<file path="src/rtl/fetch_if.sv">
// fetch_if: fetch-stage bus bundling the decode, redirect, instruction-memory and F/D signals.
interface fetch_if;
  logic        stall;
  logic        redirect;
  logic [15:0] redirect_pc;
  logic        imem_rdy;
  logic [15:0] imem_data;
  logic        imem_req;
  logic [15:0] imem_addr;
  logic        fd_wen;
  logic [15:0] instr_out;
  logic [15:0] oldPC_out;
  logic [15:0] newPC_out;
  logic        halted;
  modport master (
    input  stall, redirect, redirect_pc, imem_rdy, imem_data,
    output imem_req, imem_addr, fd_wen, instr_out, oldPC_out, newPC_out, halted
  );
  modport slave (
    output stall, redirect, redirect_pc, imem_rdy, imem_data,
    input  imem_req, imem_addr, fd_wen, instr_out, oldPC_out, newPC_out, halted
  );
endinterface

</file>
<file path="src/rtl/fetch_stage.sv">
// fetch_stage: instruction fetch with stall hold, redirect drain and optional HLT stop (FETCH_HALT_DETECT_EN).
module fetch_stage (
  input logic      clk,
  input logic      rst,
  fetch_if.master  io_f
);
  typedef enum logic [1:0] {FETCH, HOLD, DRAIN, HALT} state_t;
  state_t      r_state, w_state_nx;
  logic [15:0] r_pc, r_hold, r_pend;
  logic [15:0] w_pc_nx, w_hold_nx, w_pend_nx, w_pc_inc;
  logic        w_hlt;
  assign w_pc_inc       = r_pc + 16'd2;
  assign io_f.imem_req  = !rst && (r_state == FETCH || r_state == DRAIN);
  assign io_f.imem_addr = r_pc;
  assign io_f.fd_wen    = !rst && !io_f.redirect && !io_f.stall &&
                          ((r_state == FETCH && io_f.imem_rdy) || r_state == HOLD);
  assign io_f.instr_out = rst ? 16'h0000 : (r_state == HOLD ? r_hold : io_f.imem_data);
  assign io_f.oldPC_out = rst ? 16'h0000 : r_pc;
  assign io_f.newPC_out = io_f.oldPC_out + 16'd2;
`ifdef FETCH_HALT_DETECT_EN
  assign w_hlt       = io_f.instr_out[15:12] == 4'hF;
  assign io_f.halted = !rst && r_state == HALT;
`else
  assign w_hlt       = 1'b0;
  assign io_f.halted = 1'b0;
`endif
  // redirect wins over everything; in DRAIN the in-flight word is always discarded
  always_comb begin
    w_state_nx = r_state;
    w_pc_nx    = r_pc;
    w_hold_nx  = r_hold;
    w_pend_nx  = r_pend;
    case (r_state)
      FETCH:
        if (io_f.redirect) begin
          if (io_f.imem_rdy) w_pc_nx = io_f.redirect_pc;
          else begin
            w_pend_nx  = io_f.redirect_pc;
            w_state_nx = DRAIN;
          end
        end else if (io_f.imem_rdy && io_f.stall) begin
          w_hold_nx  = io_f.imem_data;
          w_state_nx = HOLD;
        end else if (io_f.imem_rdy) begin
          w_pc_nx    = w_pc_inc;
          w_state_nx = w_hlt ? HALT : FETCH;
        end
      HOLD:
        if (io_f.redirect) begin
          w_pc_nx    = io_f.redirect_pc;
          w_state_nx = FETCH;
        end else if (!io_f.stall) begin
          w_pc_nx    = w_pc_inc;
          w_state_nx = w_hlt ? HALT : FETCH;
        end
      DRAIN:
        if (io_f.imem_rdy) begin
          w_pc_nx    = io_f.redirect ? io_f.redirect_pc : r_pend;
          w_state_nx = FETCH;
        end else if (io_f.redirect) w_pend_nx = io_f.redirect_pc;
      default:
        if (io_f.redirect) begin
          w_pc_nx    = io_f.redirect_pc;
          w_state_nx = FETCH;
        end
    endcase
  end
  always_ff @(posedge clk) begin
    if (rst) begin
      r_state <= FETCH;
      r_pc    <= 16'h0000;
      r_hold  <= 16'h0000;
      r_pend  <= 16'h0000;
    end else begin
      r_state <= w_state_nx;
      r_pc    <= w_pc_nx;
      r_hold  <= w_hold_nx;
      r_pend  <= w_pend_nx;
    end
  end
endmodule

</file>
<file path="src/flat_wrapper.sv">
// flat-port wrapper written by rule: the top's interface ports become plain ports
module fetch_stage_flat 
  (clk, rst, io_f_stall, io_f_redirect, io_f_redirect_pc, io_f_imem_rdy, io_f_imem_data, io_f_imem_req, io_f_imem_addr, io_f_fd_wen, io_f_instr_out, io_f_oldPC_out, io_f_newPC_out, io_f_halted);
  fetch_if io_f_i ();
  input logic clk;
  input logic rst;
  input wire logic [$bits(io_f_i.stall)-1:0] io_f_stall;
  input wire logic [$bits(io_f_i.redirect)-1:0] io_f_redirect;
  input wire logic [$bits(io_f_i.redirect_pc)-1:0] io_f_redirect_pc;
  input wire logic [$bits(io_f_i.imem_rdy)-1:0] io_f_imem_rdy;
  input wire logic [$bits(io_f_i.imem_data)-1:0] io_f_imem_data;
  output wire logic [$bits(io_f_i.imem_req)-1:0] io_f_imem_req;
  output wire logic [$bits(io_f_i.imem_addr)-1:0] io_f_imem_addr;
  output wire logic [$bits(io_f_i.fd_wen)-1:0] io_f_fd_wen;
  output wire logic [$bits(io_f_i.instr_out)-1:0] io_f_instr_out;
  output wire logic [$bits(io_f_i.oldPC_out)-1:0] io_f_oldPC_out;
  output wire logic [$bits(io_f_i.newPC_out)-1:0] io_f_newPC_out;
  output wire logic [$bits(io_f_i.halted)-1:0] io_f_halted;
  assign io_f_i.stall = io_f_stall;
  assign io_f_i.redirect = io_f_redirect;
  assign io_f_i.redirect_pc = io_f_redirect_pc;
  assign io_f_i.imem_rdy = io_f_imem_rdy;
  assign io_f_i.imem_data = io_f_imem_data;
  assign io_f_imem_req = io_f_i.imem_req;
  assign io_f_imem_addr = io_f_i.imem_addr;
  assign io_f_fd_wen = io_f_i.fd_wen;
  assign io_f_instr_out = io_f_i.instr_out;
  assign io_f_oldPC_out = io_f_i.oldPC_out;
  assign io_f_newPC_out = io_f_i.newPC_out;
  assign io_f_halted = io_f_i.halted;
  fetch_stage u_core (.clk(clk), .rst(rst), .io_f(io_f_i));
endmodule
</file>
<file path="config.mk">
export PLATFORM = sky130hd
export DESIGN_NAME = fetch_stage_flat
export DESIGN_NICKNAME = d
export VERILOG_FILES = /design/src/rtl/fetch_if.sv /design/src/rtl/fetch_stage.sv /design/src/flat_wrapper.sv
export SDC_FILE = /design/constraint.sdc
export NUM_CORES = 1
export LEC_CHECK = 0
export ABC_CLOCK_PERIOD_IN_PS = 1700
export BUFFER_PORTS_ARGS = -buffer_cell sky130_fd_sc_hd__buf_2
export CORE_MARGIN = 2
export CORE_UTILIZATION = 40
export DETAILED_ROUTE_END_ITERATION = 8
export GPL_TIMING_DRIVEN = 0
export PLACE_DENSITY = 0.66
export SLEW_MARGIN = 20
export SYNTH_ARGS = -nofsm -noshare
export SYNTH_HDL_FRONTEND = slang
export SYNTH_SLANG_ARGS = --single-unit
</file>
<file path="constraint.sdc">
create_clock -name clk -period 1.7 [get_ports clk]
set_input_delay 0.085 -clock clk [delete_from_list [all_inputs] [get_ports clk]]
set_output_delay 0.085 -clock clk [all_outputs]
set_load 0.1 [all_outputs]
</file>
### Word level (Yosys, flattened, before mapping)

Cells that the tools add are included.

| operators by class | value |
|---|---|
| $add $sub $neg | 2 |
| equality and inequality tests | 10 |
| multiplexer cells | 25 |
| bitwise operators | 1 |
| reduce and logical (&&, ||, !) cells | 18 |

Operator list:

| cell | number |
|---|---|
| 2-to-1 mux 16 bit | 15 |
| case mux 16 bit (3 select lines) | 1 |
| adder 16 x 2 -> 16 bit (second input constant) | 2 |
| case mux 16 bit (2 select lines) | 1 |
| 2-to-1 mux 2 bit | 7 |
| inequality test 2 bit (second input constant) | 5 |
| inequality test 3 bit (second input constant) | 3 |
| logical AND 1 bit | 6 |
| case mux 2 bit (3 select lines) | 1 |
| AND reduction 3 bit | 2 |
| AND reduction 5 bit | 1 |
| AND reduction 4 bit | 1 |
| nonzero test 4 bit | 1 |
| zero test 1 bit | 3 |
| == test 2 x 1 -> 1 bit (second input constant) | 1 |
| == test 2 bit (second input constant) | 1 |
| zero test 2 bit | 1 |
| logical OR 1 bit | 2 |
| nonzero test 2 bit | 1 |
| NOT 1 bit | 1 |

| storage, ports and cells | value |
|---|---|
| flip-flop bits (word level) | 50 |
| output and inout port bits | 67 |
| logic and storage cells | 60 |

### Depth between registers and ports, before layout

Gate-level depths: netlist of run 1.

| logic depth | value |
|---|---|
| word-level depth | 5 |
| gate-level depth with buffers | 8 |

### Least setup slack after synthesis of run 1

Ideal clock, no wire load.

| timing | value |
|---|---|
| kind | register to output |
| start point | register u_core.r_pc[1] (netlist: u_core.io_f.imem_addr[1]) |
| end point | output port io_f_newPC_out[15] |
| data arrival time | 4738 ps |
| data required time | 1615 ps |
| setup slack | -3123 ps |
| cell stages (with the launch flop) | 7 |
| path buffers | 0 |
| cells stage by stage | dfxtp_1 nor2b_1 ha_1 and3_1 nand4_1 xnor2_1 nor2_1 |

| between the ends | value |
|---|---|
| word-level cells in the longest chain between the ends | 2 |

RTL lines:

| what | RTL line | source |
|---|---|---|
| start: declaration | fetch_stage.sv:9 | `logic [15:0] r_pc, r_hold, r_pend;` |
| start signal: assignment | fetch_stage.sv:76 | `r_pc <= w_pc_nx;` |
| 2-to-1 mux 16 bit | fetch_stage.sv:18 | `assign io_f.oldPC_out = rst ? 16'h0000 : r_pc;` |
| net io_f_oldPC_out[1] | flat_wrapper.sv:16 | `output wire logic [$bits(io_f_i.oldPC_out)-1:0] io_f_oldPC_out;` |
| adder 16 x 2 -> 16 bit | fetch_stage.sv:19 | `assign io_f.newPC_out = io_f.oldPC_out + 16'd2;` |
| end: declaration | flat_wrapper.sv:17 | `output wire logic [$bits(io_f_i.newPC_out)-1:0] io_f_newPC_out;` |

The timed path passes the listed nets, and every way through them passes these cells.

### Worst setup path after layout of run 1

| timing | value |
|---|---|
| start point | register u_core.r_pc[2] (netlist: u_core.io_f.imem_addr[2]) |
| end point | output port io_f_newPC_out[15] |

| between the ends | value |
|---|---|
| word-level cells in the longest chain between the ends | 2 |

RTL lines:

| what | RTL line |
|---|---|
| 2-to-1 mux 16 bit | fetch_stage.sv:18 |
| adder 16 x 2 -> 16 bit | fetch_stage.sv:19 |

Every way passes these cells.

==> results of run 1 <==
## layout by cell type (no fill, tap or decap), types with 7 or more instances in the layout
cell / count
o21ai_0: 7
o22ai_1: 9
nand2_2: 13
a21oi_1: 46
buf_6: 10
nand2_4: 13
a22o_1: 11
dfxtp_1: 32
nand3_1: 7
buf_2: 77
dfxtp_4: 16
buf_8: 8
nor2_4: 19
buf_12: 24
a21oi_4: 15
buf_4: 35
nor2_1: 12
nand2_1: 84
## power breakdown
group	internal (W)	switching, W
Sequential	0.00123	0.0000691
Clock	0.000449	0.000453
Combinational	0.000475	0.00112
Total	0.00215	0.00165
## cell families after synthesis
kind of cell | synth area share, %
and+or+nand+nor | 29.26
AOI/OAI and AO/OA | 25.29
DFF | 33.73
buffers and inverters | 6.282
xor gates and xnor gates | 4.132
adders and majority gates | 0.8430
other | 0.1264
muxes | 0.3373
## layout make-up
class	instances	area, sq um	area share [%]
well taps	99	123.9	2.298
clock inverters	3	48.80	0.9051
clock buffers	5	68.82	1.276
flip-flops and latches	50	1064	19.73
plain buffers	29	237.7	4.409
repair buffers	140	1246	23.11
multi-input cells	333	2564	47.55
inverters	7	38.79	0.7194
## worst paths after layout
kind                       startpoint                        end  slack (ns)  cells past startpoint
min reg2reg          u_core.r_pend[8]           u_core.r_pend[8]        0.46                      2
max          u_core.io_f.imem_addr[2]         io_f_newPC_out[15]       -0.21                      7
min                io_f_imem_data[14]          u_core.r_hold[14]        0.01                      3
max reg2reg  u_core.io_f.imem_addr[4]  u_core.io_f.imem_addr[13]       -0.04                      8
## routing by layer
layer / vias up / track usage, % / wire (microns)
li1: 1761 / - / -
met1: 1775 / 37.42 / 5004
met2: 136 / 45.11 / 5637
met3: 13 / 5.281 / 602
met4: 0 / 5.897 / 155
met5: - / 0 / 0
## timing repair
| item | in CTS | in global routing |
|---|---|---|
| endpoints found under the hold margin | 0 | 1 |
| gates cloned | 2 | 0 |
| buffers inserted | 24 | 12 |
| setup endpoints to repair | 51 | 62 |
| gates resized for setup | 167 | 67 |
| pin swaps | 28 | 25 |
| hold buffers | 0 | 1 |
## registers in the layout, indices dropped and copies added, names as in the netlist
signal	count
u_core.io_f.imem_addr	16
u_core.r_hold	16
u_core.r_state	2
u_core.r_pend	16
## worst max-delay path, cell delays in order (launching register included)
cell	delay, ns
dfxtp_4	0.37
nor2b_4	0.17
ha_4	0.16
and3_4	0.21
nand4_1	0.13
xnor2_2	0.18
nor2_4	0.11
buf_12	0.18
## stage by stage
step	setup WS (ns)	setup TNS, ns	hold slack (ns)	power, W
after global routing	-0.2724	-3.995	0.006836	0.003930
after floorplan	-0.8625	-10.34	0.2210	0.002393
final	-0.2056	-2.125	0.01154	0.003796
after global placement	-0.7060	-21.58	0.3381	0.002632
after CTS	-0.2262	-1.234	0.0005513	0.003708
after detailed placement	-0.7091	-21.36	0.3432	0.002642
==> reports/results.txt, run 1 <==
Area Growth Syn to Fin: 81.66%
Min-Delay Path Class: in2reg
VDD IR-drop max: 489.2 uV
# rows: 31
Flops & latches, synth: 50
Slew Limit Fails: 0
Async S/R FF share, synth: 0%
CTS Buf Count: 5
Final WS setup: -0.2056 ns
Gp weighted congestion: 0.9009
Share of layout cells above drive strength 1: 53.09%
EDFF count, synth: 0
Drt wl/cell: 17.12 microns
Post-synthesis area per instance: 7.000 sq um
Post-DP HPWL: 7.549 mm
Largest cells by area after synthesis: dfxtp_1 34%, nand2_1 14%, a21oi_1 11%
Synth Flop Type: dfxtp_1
Inserted Diodes: 0
Final Critical Period: 1.906 ns
Leakage: 2.300 nW
DIE HEIGHT: 90.14 microns
Count leader, synth: nand2_1
Worst EP required: 1.62 ns
RSZ-0062 raised after global routing: true
Synth cell count leaders: 111 x nand2_1, 63 x a21oi_1, 50 x dfxtp_1
Violated checks: negative setup slack
DR DRC count: 0
Skew-Pair Late Insertion Delay: 0.32 ns
Die X: 90.14 microns
Clk buf depth: 2
Final Hold Fails: 0
Clock root buffer: clkbuf_8
Mapped cell area: 2968 sq um
Largest net degree at the start of global routing: 18
Final Util: 74.73%
Worst slew pin tran: 0.6495 ns
Critical path type: reg2out
Vias per cell: 5.533
Vias: 3685
CP Launch Type: flip-flop
Sequential-to-total area share from yosys stat: 33.73%
Peak Freq: 524.8 MHz
H-tree levels: 2
Die area: 8124 sq um
Reg clk slew, reported paths: 0.11 ns
Max_cap viols: 0
Final worst path period share: 112.1%
Fillcell total: 509
Non-filler cells, final: 666
Vias in the first global route: 3546
Result of the run: finished with violations
CTS sink cnt: 50
Mapped Cells: 424
Share of the synthesized area in the top cell type: 33.73%
Cell Area, Placed: 4133 sq um
Post-synthesis net count: 463
Crit end category: output port
Antenna Nets Post-Route: 0
Pwr per Cell Area: 704.1 nW/um^2
Post-layout net count: 605
Final Skew: 0.01012 ns
Total congestion overflow: 0
Port Buffers: 101
Yosys top cell by area: dfxtp_1
Relative slew slack: 56.70%
Detailed Route Iter0 Violations: 410
Initial Util: 41.14%
Drt first pass iters: 5
Final wirelength: 11.40 mm
Synth warnings: 0
Setup violators final: 30
Worst Path Arrival: 1.82 ns
CP Max Fanout: 3
First-pass GRT wire length: 18.27 mm
I/O pin total: 104
CTS tree: done
Total track usage: 27.41%
Initial antenna violation count: 0
Placed cells: 624
Yosys cell types: 47
Core area: 7214 sq um
Final Cell Area: 5391 sq um
No activity file was read; power rests on OpenSTA's default activity.
==> inputs of run 2 (changes only) <==
--- a/config.mk
+++ b/config.mk
@@ -5,13 +5,14 @@
 export SDC_FILE = /design/constraint.sdc
 export NUM_CORES = 1
 export LEC_CHECK = 0
+export ABC_AREA = 1
 export ABC_CLOCK_PERIOD_IN_PS = 1700
 export BUFFER_PORTS_ARGS = -buffer_cell sky130_fd_sc_hd__buf_2
 export CORE_MARGIN = 2
 export CORE_UTILIZATION = 40
 export DETAILED_ROUTE_END_ITERATION = 8
 export GPL_TIMING_DRIVEN = 0
-export PLACE_DENSITY = 0.66
+export PLACE_DENSITY = 0.65
 export SLEW_MARGIN = 20
 export SYNTH_ARGS = -nofsm -noshare
 export SYNTH_HDL_FRONTEND = slang
==> run 2 against run 1 <==
Net effect:
- first-iteration DRC count shrank 29%
- the run still ends with negative setup slack left
- sequential cell count is the same
- highest routed layer unchanged
- via count grew 13%
- setup slack lost 0.25 ns
- sequential share of layout area grew 0.066 points
- global-route usage shrank 0.93 points
==> reports/results.txt, run 2 <==
Result of the run: finished with violations
Violated checks: negative setup slack
Worst R2R Path Depth: 7
Area Growth Syn to Fin: 62.97%
Detailed Route Iter0 Violations: 293
Flop-to-flop setup slack: 0.07 ns
Skew-Pair Late Insertion Delay: 0.31 ns
Final Hold Fails: 0
Drt first pass iters: 7
Async S/R FF share, synth: 0%
Reg clk slew, reported paths: 0.10 ns
Post-DP HPWL: 8.348 mm
Mapped cell area: 3247 sq um
Count leader, synth: nor2_1
Largest net degree at the start of global routing: 16
Port Buffers: 102
Most common cell after layout, fill and taps aside: nand2_1
Worst Setup SP: u_core.io_f.imem_addr[1]
Final worst path period share: 126.5%
Post-synthesis net count: 579
Relative slew slack: 63.33%
Worst hold slack: 0.04201 ns
First-pass GRT wire length: 18.50 mm
Setup violators final: 10
Inserted Diodes: 0
Vias: 4173
Critical R2R Capture: u_core.r_hold[3]
CP Max Fanout: 4
Crit path capture: io_f_newPC_out[13]
H-tree levels: 2
EDFF count, synth: 0
CTS Buf Count: 5
Final Skew: 0.006265 ns
Final WS setup: -0.4511 ns
GR Layer Usage met2: 40.83%
Mapped Cells: 540
Top Usage Layer GRT: met2
CTS sink cnt: 50
Worst slew pin tran: 0.5500 ns
Synth Flop Type: dfxtp_1
CP Launch Type: flip-flop
RR Startpoint: u_core.r_state[1]
Leakage: 2.297 nW
Flops & latches, synth: 50
Core area: 7807 sq um
Peak Freq: 464.9 MHz
Sequential-to-total area share from yosys stat: 30.83%
I/O pin total: 104
Min-Delay Path Class: in2reg
Post-synthesis area per instance: 6.013 sq um
Post-layout net count: 718
Yosys cell types: 34
RSZ-0062 raised after global routing: true
Die X: 94.10 microns
Pwr per Cell Area: 723.0 nW/um^2
Fillcell total: 661
Critical path type: reg2out
Clock root buffer: clkbuf_8
DIE HEIGHT: 94.10 microns
Most frequent cells in the layout: 96 x nand2_1, 80 x buf_2, 67 x nor2_1
Yosys top cell by area: dfxtp_1
Met3 Usage GRT: 3.531%
Synth cell count leaders: 113 x nor2_1, 104 x nand2_1, 71 x o21ai_0
CTS tree: done
Clk buf depth: 2
Largest cells by area after synthesis: dfxtp_1 31%, nor2_1 13%, nand2_1 12%
Synth warnings: 0
Drt wl/cell: 15.73 microns
Initial antenna violation count: 0
Worst Path Arrival: 2.07 ns
Total track usage: 26.48%
Met1 usage: 39.15%
Final Critical Period: 2.151 ns
Initial Util: 41.59%
Share of layout cells above drive strength 1: 40.88%
Slew Limit Fails: 0
Die area: 8854 sq um
# rows: 32
Share of the synthesized area in the top cell type: 30.83%
Pwr Total: 0.003826 W
VDD IR-drop max: 371.6 uV
Final wirelength: 12.30 mm
Crit end category: output port
Worst EP required: 1.62 ns
Vias per cell: 5.336
DR DRC count: 0
Max_cap viols: 0
Gp weighted congestion: 0.8528
Antenna Nets Post-Route: 0
Vias in the first global route: 3640
Total congestion overflow: 0
-- run 2: cells by family (layout without fill, tap and decap cells) --
logic type | count (synthesis) | count (layout) | share of synthesized area [%]
xor gates and xnor gates | 6 | 6 | 1.618
AOI/OAI and AO/OA | 151 | 151 | 23.93
buffers and inverters | 80 | 220 | 10.40
other | 1 | 1 | 0.1155
and+or+nand+nor | 249 | 249 | 31.87
DFF | 50 | 50 | 30.83
muxes | 1 | 1 | 0.4623
adders and majority gates | 2 | 2 | 0.7706
-- run 2: final cells by class --
type	instances	area, sq um	share of cell area (%)
well taps	102	127.6	2.412
inverters	49	200.2	3.783
clock inverters	2	10.01	0.1892
flip-flops and latches	50	1047	19.79
plain buffers	31	206.4	3.902
multi-input cells	410	2510	47.43
repair buffers	132	1117	21.12
clock buffers	6	72.57	1.371
-- run 2: critical path, cell delays in order, from the launching register on --
cell and delay [ns]:
dfxtp_4 0.39, inv_4 0.04, nor2_4 0.12, ha_4 0.17
nand2_4 0.05, nor2_4 0.11, nand3_4 0.09, nor2_4 0.15
nand4_4 0.13, buf_12 0.16, xnor2_4 0.15, buf_12 0.19
-- run 2: layer usage --
metal | up-vias | routed length [microns]
li1 | 2043 | -
met1 | 1959 | 5368
met2 | 160 | 5994
met3 | 11 | 825
met4 | 0 | 113
met5 | - | 0
-- run 2: timing repair --
| action | 4_1_cts | 5_1_grt |
|---|---|---|
| cloned | 0 | 1 |
| pin swaps | 10 | 10 |
| endpoints found under the setup margin | 37 | 57 |
| resized for setup | 135 | 51 |
| setup buffers | 10 | 19 |
| hold buffers | 0 | 0 |
-- run 2: report_power, final --
| part | leakage [nW] | internal, W | switching, W | total, W |
|---|---|---|---|---|
| clock | 0.0450 | 0.000287 | 0.000419 | 0.000706 |
| combinational | 1.83 | 0.000459 | 0.00131 | 0.00177 |
| sequential | 0.420 | 0.00126 | 0.0000928 | 0.00135 |
-- run 2: how the worst min path moves through the flow --
stage,cells past startpoint,from,to
6_report,3,io_f_imem_data[4],u_core.r_hold[4]
5_1_grt,3,io_f_redirect_pc[3],u_core.io_f.imem_addr[3]
4_1_cts,3,io_f_imem_data[7],u_core.r_hold[7]
3_5_place_dp,3,io_f_imem_data[4],u_core.r_hold[4]
3_3_place_gp,3,io_f_imem_data[5],u_core.r_hold[5]
2_1_floorplan,2,io_f_redirect_pc[3],u_core.io_f.imem_addr[3]
-- run 2: through the flow --
stage                     area (sq um)  cells  setup WS, ns  TNS (ns)  utilization [%]
after floorplan                   3714    540        -1.258    -8.863                -
after global placement            4352    744        -1.068    -15.53            55.74
after detailed placement          4352    744        -1.128    -15.62            55.74
after CTS                         4949    762       -0.4136    -2.400            63.38
after global routing              5291    782       -0.5691    -4.421            67.77
final                             5291    782       -0.4511    -2.556            67.77
==> inputs of run 3 (changes only) <==
--- a/config.mk
+++ b/config.mk
@@ -13,6 +13,7 @@
 export DETAILED_ROUTE_END_ITERATION = 8
 export GPL_TIMING_DRIVEN = 0
 export PLACE_DENSITY = 0.65
+export SKIP_LAST_GASP = 1
 export SLEW_MARGIN = 20
 export SYNTH_ARGS = -nofsm -noshare
 export SYNTH_HDL_FRONTEND = slang
==> run 3 against run 2 <==
Net effect:
- the flow still finishes with violations (negative setup slack)
- cell count fell by 0.13%
- cell area fell by 0.21%
- sequential cell count did not move
- clock power fell by 2%
- sequential share of layout area rose by 0.090 points
- via count fell by 0.96%
- combinational power barely moved
- utilization fell by 0.14 points
- routed wire length fell by 1.1%
- clock skew fell by 0.0012 ns
- clock-buffer cell count did not move
- critical endpoint unchanged
- largest cell class unchanged
==> reports/results.txt, run 3 (synthesis results as in run 2) <==
Result of the run: finished with violations
Violated checks: negative setup slack
Top Usage Layer GRT: met2
Clk buf depth: 2
Most frequent cells in the layout: 96 x nand2_1, 81 x buf_2, 64 x nor2_1
Setup violators final: 10
Post-layout net count: 717
Initial antenna violation count: 0
Hold-fix buffers, CTS: 0
Relative slew slack: 62.70%
Clock root buffer: clkbuf_8
Final Hold Fails: 0
Worst slew pin tran: 0.5595 ns
Total congestion overflow: 0
Met3 Usage GRT: 3.692%
Vias in the first global route: 3646
DR DRC count: 0
Max_cap viols: 0
H-tree levels: 2
First-pass GRT wire length: 18.49 mm
Placed cells: 744
Final wirelength: 12.17 mm
Area Growth Syn to Fin: 62.62%
Die X: 94.10 microns
Non-filler cells, final: 781
Final Skew: 0.005091 ns
Reg clk slew, reported paths: 0.09 ns
Post-DP HPWL: 8.348 mm
Leakage: 2.279 nW
P_int: 0.002004 W
Final Cell Area: 5280 sq um
Critical path type: in2out
Clock share of power: 18.2%
CTS Buf Count: 5
Pwr per Cell Area: 720.4 nW/um^2
Cell Area, Placed: 4352 sq um
P_sw: 0.001800 W
Die area: 8854 sq um
DIE HEIGHT: 94.10 microns
Drt wl/cell: 15.58 microns
Slew Limit Fails: 0
Sw Ratio: 47.32%
CTS sink cnt: 50
Most common cell after layout, fill and taps aside: nand2_1
Port Buffers: 102
Worst Path Arrival: 2.05 ns
Final Util: 67.63%
# rows: 32
Share of layout cells above drive strength 1: 40.65%
VDD IR-drop max: 387.1 uV
Vias per cell: 5.292
CP Launch Type: input port
GR Layer Usage met2: 40.54%
Antenna Nets Post-Route: 0
Core area: 7807 sq um
CP Max Fanout: 10
Skew-Pair Late Insertion Delay: 0.31 ns
Seq pwr share: 35.3%
Crit end category: output port
Gp weighted congestion: 0.8528
I/O pin total: 104
Inserted Diodes: 0
Sum Neg Setup Slack: -2.638 ns
Final Critical Period: 2.138 ns
Vias: 4133
Comb pwr share: 46.5%
Largest net degree at the start of global routing: 16
RSZ-0062 raised after global routing: true
Peak Freq: 467.7 MHz
Final WS setup: -0.4383 ns
Final worst path period share: 125.8%
Total track usage: 26.46%
Detailed Route Iter0 Violations: 275
CTS tree: done
Initial Util: 41.59%
Drt first pass iters: 5
Worst hold slack: 0.04012 ns
Worst EP required: 1.62 ns
Min-Delay Path Class: in2reg
Met1 usage: 39.13%
run 3: power groups by stage:
| stage | clock (W) | combinational [W] | sequential, W |
|---|---|---|---|
| 3_3_place_gp | 0 | 0.00153 | 0.00137 |
| 6_report | 0.000693 | 0.00177 | 0.00134 |
| 3_5_place_dp | 0 | 0.00154 | 0.00137 |
| 2_1_floorplan | 0 | 0.00102 | 0.00160 |
| 5_1_grt | 0.000768 | 0.00186 | 0.00136 |
| 4_1_cts | 0.000703 | 0.00168 | 0.00134 |
run 3: worst paths after layout:
path | to | slack (ns) | from | depth (start not counted)
max reg2reg | u_core.io_f.imem_addr[11] | 0.06 | u_core.r_state[1] | 8
min reg2reg | u_core.r_hold[1] | 0.49 | u_core.r_hold[1] | 2
max | io_f_newPC_out[13] | -0.44 | rst | 14
min | u_core.r_hold[4] | 0.04 | io_f_imem_data[4] | 3
run 3: critical path, cell delays in order:
cell and delay (ns):
buf_2 0.15, inv_2 0.14, buf_2 0.29, nand2_4 0.09, clkinvlp_4 0.10, ha_4 0.15
nand2_4 0.05, nor2_4 0.12, nand3_4 0.09, nor2_4 0.15, nand4_4 0.13, buf_12 0.16
xnor2_4 0.15, buf_12 0.19
run 3: layout make-up:
cell class | instances | area (sq um)
Clock buffer | 6 | 72.57
Fill cell | 673 | 2527
Inverter | 49 | 200.2
Multi-Input combinational cell | 410 | 2486
Clock inverter | 2 | 10.01
Tap cell | 102 | 127.6
Buffer | 31 | 207.7
Sequential cell | 50 | 1050
Timing Repair Buffer | 131 | 1126
run 3: routing by layer:
layer	part of all wire, %	wire length (microns)	up-vias
met2	48	5900	151
met3	6.8	830	8
li1	-	-	2045
met5	0	0	-
met4	0.85	103	0
met1	44	5334	1929
run 3: stage by stage:
step / power (W) / setup WS, ns
final: 0.003804 / -0.4383
after floorplan: 0.002620 / -1.258
after CTS: 0.003724 / -0.4136
after detailed placement: 0.002907 / -1.128
after global placement: 0.002892 / -1.068
after global routing: 0.003988 / -0.5689
run 3: repair_timing:
| action | 4_1_cts | 5_1_grt |
|---|---|---|
| buffers inserted | 10 | 19 |
| endpoints found under the setup margin | 37 | 57 |
| gates resized for setup | 131 | 55 |
| hold endpoints to repair | 0 | 0 |
| cloned | 0 | 1 |
| pin swaps | 10 | 9 |
